[config.mk]
export PLATFORM = sky130hd
export DESIGN_NAME = multicycle_control_fsm
export DESIGN_NICKNAME = d
export VERILOG_FILES = /design/src/rtl/multicycle_control_fsm.sv
export SDC_FILE = /design/constraint.sdc
export NUM_CORES = 1
export LEC_CHECK = 0
export ABC_AREA = 1
export CAP_MARGIN = 25
export CELL_PAD_IN_SITES_DETAIL_PLACEMENT = 1
export CELL_PAD_IN_SITES_GLOBAL_PLACEMENT = 1
export CORE_MARGIN = 5
export CORE_UTILIZATION = 23
export CTS_BUF_LIST = sky130_fd_sc_hd__clkbuf_4 sky130_fd_sc_hd__clkbuf_8
export CTS_CLUSTER_DIAMETER = 50
export DETAILED_ROUTE_END_ITERATION = 7
export PLACE_DENSITY = 0.95
export SLEW_MARGIN = 20
export SYNTH_ARGS = -nofsm -noshare
export SYNTH_HDL_FRONTEND = slang
export SYNTH_SLANG_ARGS = --single-unit
export TNS_END_PERCENT = 100
[constraint.sdc]
create_clock -name clock -period 1.8 [get_ports clock]
set_input_delay 0.27 -clock clock [delete_from_list [all_inputs] [get_ports clock]]
set_output_delay 0.27 -clock clock [all_outputs]
set_load 0.02 [all_outputs]
[src/rtl/multicycle_control_fsm.sv]
// Multicycle control FSM for the control-less datapath (PC/SP/memory block,
// register block and ALU). The FSM decodes instruction[15:12], drives every
// datapath select and enable for the current state, and traps to kernel mode
// on ALU overflow. A trap taken while already in kernel mode halts the core.
//
// Ports
//   clock          system clock, rising edge active
//   reset          asynchronous active-low reset
//   instruction    instruction register contents
//   overflow       ALU overflow flag, sampled in EXEC
//   comp_zero      comp register equals zero
//   MemWrite       memory write strobe
//   MemSrc         address select       0=PC 1=SP 2=comp
//   MemDst         write-data select    0=mary 1=shelley 2=ra 3=comp
//   PCSrc          PC source            0=PC+2 1=PC+sext 2=zext 3=ra 4=trap vec
//   SPSrc          SP source            0=SP-2 1=SP+2 2=sext_ls_imm
//   PCWrite/SPWrite/InstWrite           load enables
//   mary_write/shelley_write/comp_write/ra_write  register write enables
//   mary_src/shelley_src/ra_src         register data selects
//   SrcA/SrcB/AluOp                     ALU operand selects and operation
//   in_kernel      kernel-mode flag
//   halted         high while in HALT
//
// state  | meaning
// FETCH  | read instruction at PC, PC <= PC+2
// DECODE | latch opcode, dispatch
// EXEC   | ALU op / address calc / branch / jump
// MEM    | load or store through comp address
// WB     | write ALU result to mary
// TRAP   | PC <= trap vector, enter kernel mode
// HALT   | stopped until reset

module multicycle_control_fsm #(
    parameter bit         TRAP_ON_OVF = 1'b1,
    parameter logic [3:0] HALT_OP     = 4'hF
) (
    input  logic        clock,
    input  logic        reset,
    input  logic [15:0] instruction,
    input  logic        overflow,
    input  logic        comp_zero,
    output logic        MemWrite,
    output logic [1:0]  MemSrc,
    output logic [2:0]  MemDst,
    output logic [3:0]  PCSrc,
    output logic [1:0]  SPSrc,
    output logic        PCWrite,
    output logic        SPWrite,
    output logic        InstWrite,
    output logic        mary_write,
    output logic        shelley_write,
    output logic        comp_write,
    output logic        ra_write,
    output logic [2:0]  mary_src,
    output logic [1:0]  shelley_src,
    output logic        ra_src,
    output logic        SrcA,
    output logic [1:0]  SrcB,
    output logic [3:0]  AluOp,
    output logic        in_kernel,
    output logic        halted
);

    typedef enum logic [2:0] {
        S_FETCH  = 3'd0,
        S_DECODE = 3'd1,
        S_EXEC   = 3'd2,
        S_MEM    = 3'd3,
        S_WB     = 3'd4,
        S_TRAP   = 3'd5,
        S_HALT   = 3'd6
    } state_t;

    localparam logic [3:0] OP_ALUR  = 4'h0;
    localparam logic [3:0] OP_ALUI  = 4'h1;
    localparam logic [3:0] OP_LOAD  = 4'h2;
    localparam logic [3:0] OP_STORE = 4'h3;
    localparam logic [3:0] OP_BEQZ  = 4'h5;
    localparam logic [3:0] OP_JAL   = 4'h6;
    localparam logic [3:0] OP_JR    = 4'h7;

    state_t     state_q, state_d;
    logic [3:0] opcode_q, opcode_d;
    logic       in_kernel_q, in_kernel_d;
    state_t     trap_target;
    logic [3:0] dec_op;

    // Only the opcode and the ALU function field are decoded here.
    logic unused_instr;
    assign unused_instr = ^{instruction[11:6], instruction[1:0]};

    assign dec_op = instruction[15:12];

    // A second trap while already in kernel mode cannot be serviced.
    assign trap_target = in_kernel_q ? S_HALT : S_TRAP;

    always_ff @(posedge clock or negedge reset) begin
        if (!reset) begin
            state_q     <= S_FETCH;
            opcode_q    <= 4'h0;
            in_kernel_q <= 1'b0;
        end else begin
            state_q     <= state_d;
            opcode_q    <= opcode_d;
            in_kernel_q <= in_kernel_d;
        end
    end

    assign opcode_d    = (state_q == S_DECODE) ? dec_op : opcode_q;
    assign in_kernel_d = in_kernel_q | (state_q == S_TRAP);

    always_comb begin
        state_d = state_q;
        unique case (state_q)
            S_FETCH:  state_d = S_DECODE;
            S_DECODE: begin
                if (dec_op == HALT_OP) begin
                    state_d = S_HALT;
                end else begin
                    case (dec_op)
                        OP_ALUR, OP_ALUI, OP_LOAD, OP_STORE,
                        OP_BEQZ, OP_JAL, OP_JR: state_d = S_EXEC;
                        default:                state_d = trap_target;
                    endcase
                end
            end
            S_EXEC: begin
                case (opcode_q)
                    OP_ALUR, OP_ALUI: begin
                        if (overflow && TRAP_ON_OVF) state_d = trap_target;
                        else                         state_d = S_WB;
                    end
                    OP_LOAD, OP_STORE: state_d = S_MEM;
                    default:           state_d = S_FETCH;
                endcase
            end
            S_MEM:  state_d = S_FETCH;
            S_WB:   state_d = S_FETCH;
            S_TRAP: state_d = S_FETCH;
            S_HALT: state_d = S_HALT;
            default: state_d = S_FETCH;
        endcase
    end

    // Outputs are forced to zero while reset is held so that a mid-instruction
    // reset cannot leak a write enable from the reset value of the state.
    always_comb begin
        MemWrite      = 1'b0;
        MemSrc        = 2'd0;
        MemDst        = 3'd0;
        PCSrc         = 4'd0;
        SPSrc         = 2'd0;
        PCWrite       = 1'b0;
        SPWrite       = 1'b0;
        InstWrite     = 1'b0;
        mary_write    = 1'b0;
        shelley_write = 1'b0;
        comp_write    = 1'b0;
        ra_write      = 1'b0;
        mary_src      = 3'd0;
        shelley_src   = 2'd0;
        ra_src        = 1'b0;
        SrcA          = 1'b0;
        SrcB          = 2'd0;
        AluOp         = 4'd0;
        in_kernel     = 1'b0;
        halted        = 1'b0;
        if (reset) begin
            in_kernel = in_kernel_q;
            case (state_q)
                S_FETCH: begin
                    MemSrc    = 2'd0;
                    InstWrite = 1'b1;
                    PCWrite   = 1'b1;
                    PCSrc     = 4'd0;
                end
                S_EXEC: begin
                    case (opcode_q)
                        OP_ALUR: begin
                            SrcA       = 1'b0;
                            SrcB       = 2'd0;
                            AluOp      = instruction[5:2];
                            comp_write = 1'b1;
                        end
                        OP_ALUI, OP_LOAD, OP_STORE: begin
                            SrcB       = 2'd1;
                            AluOp      = 4'd0;
                            comp_write = 1'b1;
                        end
                        OP_BEQZ: begin
                            if (comp_zero) begin
                                PCWrite = 1'b1;
                                PCSrc   = 4'd1;
                            end
                        end
                        OP_JAL: begin
                            ra_write = 1'b1;
                            ra_src   = 1'b0;
                            PCWrite  = 1'b1;
                            PCSrc    = 4'd2;
                        end
                        OP_JR: begin
                            PCWrite = 1'b1;
                            PCSrc   = 4'd3;
                        end
                        default: ;
                    endcase
                end
                S_MEM: begin
                    MemSrc = 2'd2;
                    if (opcode_q == OP_LOAD) begin
                        mary_write = 1'b1;
                        mary_src   = 3'd1;
                    end else begin
                        MemWrite = 1'b1;
                        MemDst   = 3'd0;
                    end
                end
                S_WB: begin
                    mary_write = 1'b1;
                    mary_src   = 3'd0;
                end
                S_TRAP: begin
                    PCWrite = 1'b1;
                    PCSrc   = 4'd4;
                end
                S_HALT: halted = 1'b1;
                default: ;
            endcase
        end
    end

endmodule
Word-level counts from Yosys, hierarchy flattened
Cells that the tools add are included.

cells by class
  add/sub/neg operators = 0
  $mul = 0
  divide/modulo/power cells = 0
  $lt $le $gt $ge = 0
  equality and inequality tests = 19
  shift operators = 0
  mux-type cells = 42
  bitwise logic cells = 1
  reduce and logical (&&, ||, !) cells = 10

operators with widths
  kind                                                              count
  1-bit two-way mux                                                 25
  4-bit by 3-bit == test with 1-bit output (second input constant)  6
  4-bit by 2-bit == test with 1-bit output (second input constant)  4
  4-bit two-way mux                                                 3
  3-bit case mux with 2 select lines                                2
  3-bit case mux with 4 select lines                                1
  3-bit == test (second input constant)                             3
  3-bit two-way mux                                                 3
  4-bit by 1-bit == test with 1-bit output (second input constant)  2
  4-bit logical NOT                                                 2
  2-bit two-way mux                                                 4
  2-bit OR reduction                                                4
  7-bit OR reduction                                                1
  3-bit by 2-bit == test with 1-bit output (second input constant)  2
  1-bit case mux with 2 select lines                                3
  2-bit case mux with 3 select lines                                1
  4-bit == test (second input constant)                             1
  4-bit OR reduction                                                1
  3-bit by 1-bit == test with 1-bit output (second input constant)  1
  3-bit logical NOT                                                 1
  3-bit OR reduction                                                1
  1-bit bitwise OR                                                  1

word-level totals
  bits in registers = 8
  latch bits = 0
  bits in writable memories = 0
  memory bits (read-only) = 0
  bits of input ports = 20
  memories = 0

Logic depth before layout (Yosys ltp)
Gate-level depths: netlist of run 1.

  depth in word-level cells = 5
  gate-level depth with buffers = 6
  gate-level depth less buffers = 6

Least setup slack after synthesis of run 1
OpenSTA, ideal clock, no wires.

  kind = flip-flop to output port
  start point = register state_q[0]
  end point = output AluOp[0]
  arrival = 1.277 ns
  required time = 1.530 ns
  setup slack = 0.253 ns
  cell stages (with the launch flop) = 6
  path through = dfrtp_1 > inv_1 > nand2_2 > nor2_2 > nand2_2 > nor3b_1

on the way
  longest elaborated chain between the ends = 3

ends and longest elaborated chain
  what                                      line  source
  start: declaration                        82    state_t state_q, state_d;
  start signal: assignment                  103   state_q <= state_d;
  3-bit by 2-bit == test with 1-bit output  170   case (state_q)
  4-bit two-way mux                         170
  4-bit two-way mux                         168   if (reset) begin
  end: declaration                          59    output logic [3:0] AluOp,

Every way passes these cells.

Worst setup path after layout of run 1
  start point = register state_q[0]
  end point = output AluOp[2]

The elaborated chain is that of the path after synthesis.

==> results of run 1 <==
## power groups by stage
stage / clock (mW) / sequential (mW) / combinational, mW
after floorplan: 0 / 0.333 / 0.489
after global placement: 0 / 0.335 / 0.897
after detailed placement: 0 / 0.342 / 0.936
after CTS: 0.145 / 0.340 / 0.922
after global routing: 0.152 / 0.364 / 1.03
final: 0.136 / 0.349 / 0.924
## final cells by class
type                    count  area (um^2)  area share
well taps                  33        41.29     0.03828
flip-flops and latches      8        201.4      0.1868
inverters                  14        52.55     0.04872
repair buffers             45        354.1      0.3283
multi-input cells          87        406.6      0.3770
clock buffers               3        22.52     0.02088
## routing by layer
layer	share of wire	vias up	routed length, um
met4	0.023	0	52
met2	0.52	30	1166
met1	0.39	378	882
li1	-	407	-
met5	0	-	0
met3	0.066	5	149
## stage by stage
stage,hold slack (ns),setup TNS [ns]
6_report,0.1283,0
2_1_floorplan,-0.02559,0
4_1_cts,0.4599,-0.1106
3_5_place_dp,0.5381,-5.249
3_3_place_gp,0.5307,-4.447
5_1_grt,0.1623,0
## sequential cells by signal (all words and copies together), names as in the netlist
register,flops
state_q,3
in_kernel_q,1
opcode_q,4
## cell families (layout without fill, tap and decap cells)
| group | after synthesis | in the layout | synth area share |
|---|---|---|---|
| AO/OA/AOI/OAI | 11 | 11 | 0.08035 |
| other | 1 | 16 | 0.005352 |
| AND/OR/NAND/NOR | 60 | 60 | 0.3821 |
| buffers and inverters | 30 | 62 | 0.2464 |
| flip-flops | 8 | 8 | 0.2857 |
## synth_stat cells
library cell	count
nor2_2	1
buf_4	16
o22ai_1	1
nand2_2	2
dfrtp_1	8
nand2_1	25
o21ai_0	5
nor2_1	18
nor2_4	1
nor3_1	4
nand3_1	4
nor3b_1	4
inv_1	12
conb_1	1
inv_2	2
a21oi_1	5
nand4_1	1
## worst max-delay path, cell delays in order (launching register included)
cell	delay [ns]
dfrtp_1	0.39
inv_2	0.08
nand2_2	0.07
nor2_4	0.12
nand2_4	0.11
nor3b_1	0.20
buf_2	0.19
## worst max path at each step
stage,start,end,slack [ns],cells after the start
2_1_floorplan,state_q[0],AluOp[0],0.25,5
4_1_cts,state_q[0],AluOp[0],-0.07,6
6_report,state_q[0],AluOp[2],0.12,6
3_3_place_gp,reset,AluOp[0],-0.34,4
3_5_place_dp,reset,AluOp[0],-0.41,4
5_1_grt,state_q[1],PCSrc[2],0.004,5
==> run metrics, run 1 <==
portion of synthesized cell area occupied by the leading cell type 0.2857; cell types occupying the most area after synthesis dfrtp_1, buf_4, nand2_1; number of pins exceeding their max-slew limit in the final report 0; maximum fanout encountered on the critical timing path 9; biggest area consumer among synthesized cells dfrtp_1; Final Cell Area 1079 um^2; data arrival time at the worst-slack endpoint 1.41 ns; iteration-0 DRC count of the detailed router 31; Routed wire per std cell 11.84 um; class of the most critical hold timing path in2async; met1 capacity usage during global routing 0.1157; endpoints failing hold 0; depth of the CTS H-tree 1; global route overflow 0; Total Nets Final 179; ratio of final minimum period to clock period 0.9352; TritonCTS clock tree built; critical path data required time 1.53 ns; overall power consumption 1.409 mW; growth of design area from synthesis to finish 53.93%; total of fill cells in the finished design 404; WL final 2250 um; detailed-routing iteration count for the pre-antenna-repair pass 4; number of nets still failing antenna checks after routing 0; count of pins on the block boundary 54; sw frac 0.4789; fin worst setup slack 0.1166 ns; antenna fix cells 0; Initial Util 0.2353; number of placed instances with taps included 187; critical path startpoint category flop; portion of the post-synthesis area used by sequential elements 0.2857; clock slew at the register clock pins of the worst setup and hold paths 0.05 ns; via count of the first global-routing pass 821; worst r2r src state_q[1]; last weighted congestion value of the routability-driven placer 0.9058; Crit Reg-Reg Endpoint opcode_q[3]; layout cells sized above 1 0.2803; outcome complete, no violations; Layout Skew 0.001865 ns; cell count of the worst reg-to-reg path 7; insertion delay to the later sink of the worst-skew pair 0.26 ns; Post-Place Cell Area 1089 um^2; CP endpoint kind primary output; Pwr per Cell Area 1307 nW/um^2; number of buffers between clock root and the deepest sink 2; VDD IR max 0.0002187 V; GR Util met3 0.02393; Gate Count Post-Synth 110; LEAKAGE 0.5937 nW; most common cell after layout, fill and taps aside nand2_1; grt met2 use 0.1871; antenna violations before repair 0; Die Span Y 65.20 um; final HPWL from detailed placement 1898 um; clk root buf clkbuf_4; unrepaired setup endpoints after global routing false; via-per-instance ratio 4.316; cell internal pwr 0.7343 mW; total setup buffers inserted after CTS 0; highest achievable clock rate 594.0 MHz; Placement Rows 20; final core utilization 0.3622; die width 65.20 um; Flop pwr share 0.248; most frequent cells in the layout nand2_1, nor2_1, buf_4; wire length of the first global-routing pass 3525 um; core region area 2978 um^2; number of hold-repair buffers added at the cts stage 0; flops & latches, synth 8; fraction of power consumed by combinational cells 0.655; layer with the highest usage met2; DRC viols 0; power dissipated by switching net loads 0.6749 mW; number of buffer cells added on primary ports 29; critical path class reg2out; die area 4250 um^2; pre-CTS setup slack -0.4075 ns; crit path time final 1.683 ns; number of warnings issued by yosys 0; count of unique library cells instantiated by Yosys 17; total routing usage reported by global routing 0.1063; post-synthesis instance area 700.7 um^2; largest net degree at the start of global routing 10; via total after detailed routing 820; non-filler cells in the finished layout 190; number of gates resized after cts 56; count of max-cap constraint violations 0; final setup vio count 0; clock share of power 0.097; number of sinks driven by the clock tree 8; reg2reg setup slack 0.57 ns; number of CTS-inserted buffers 3; Post-Syn Area per Cell 6.370 um^2
Power figures use the tool's default switching activity.
==> run 2, diff against run 1 <==
Settings changed: GPL_ROUTABILITY_DRIVEN set to 0.
==> results of run 2 <==
No change in the layout: final DEF, timing and power equal those of run 1.
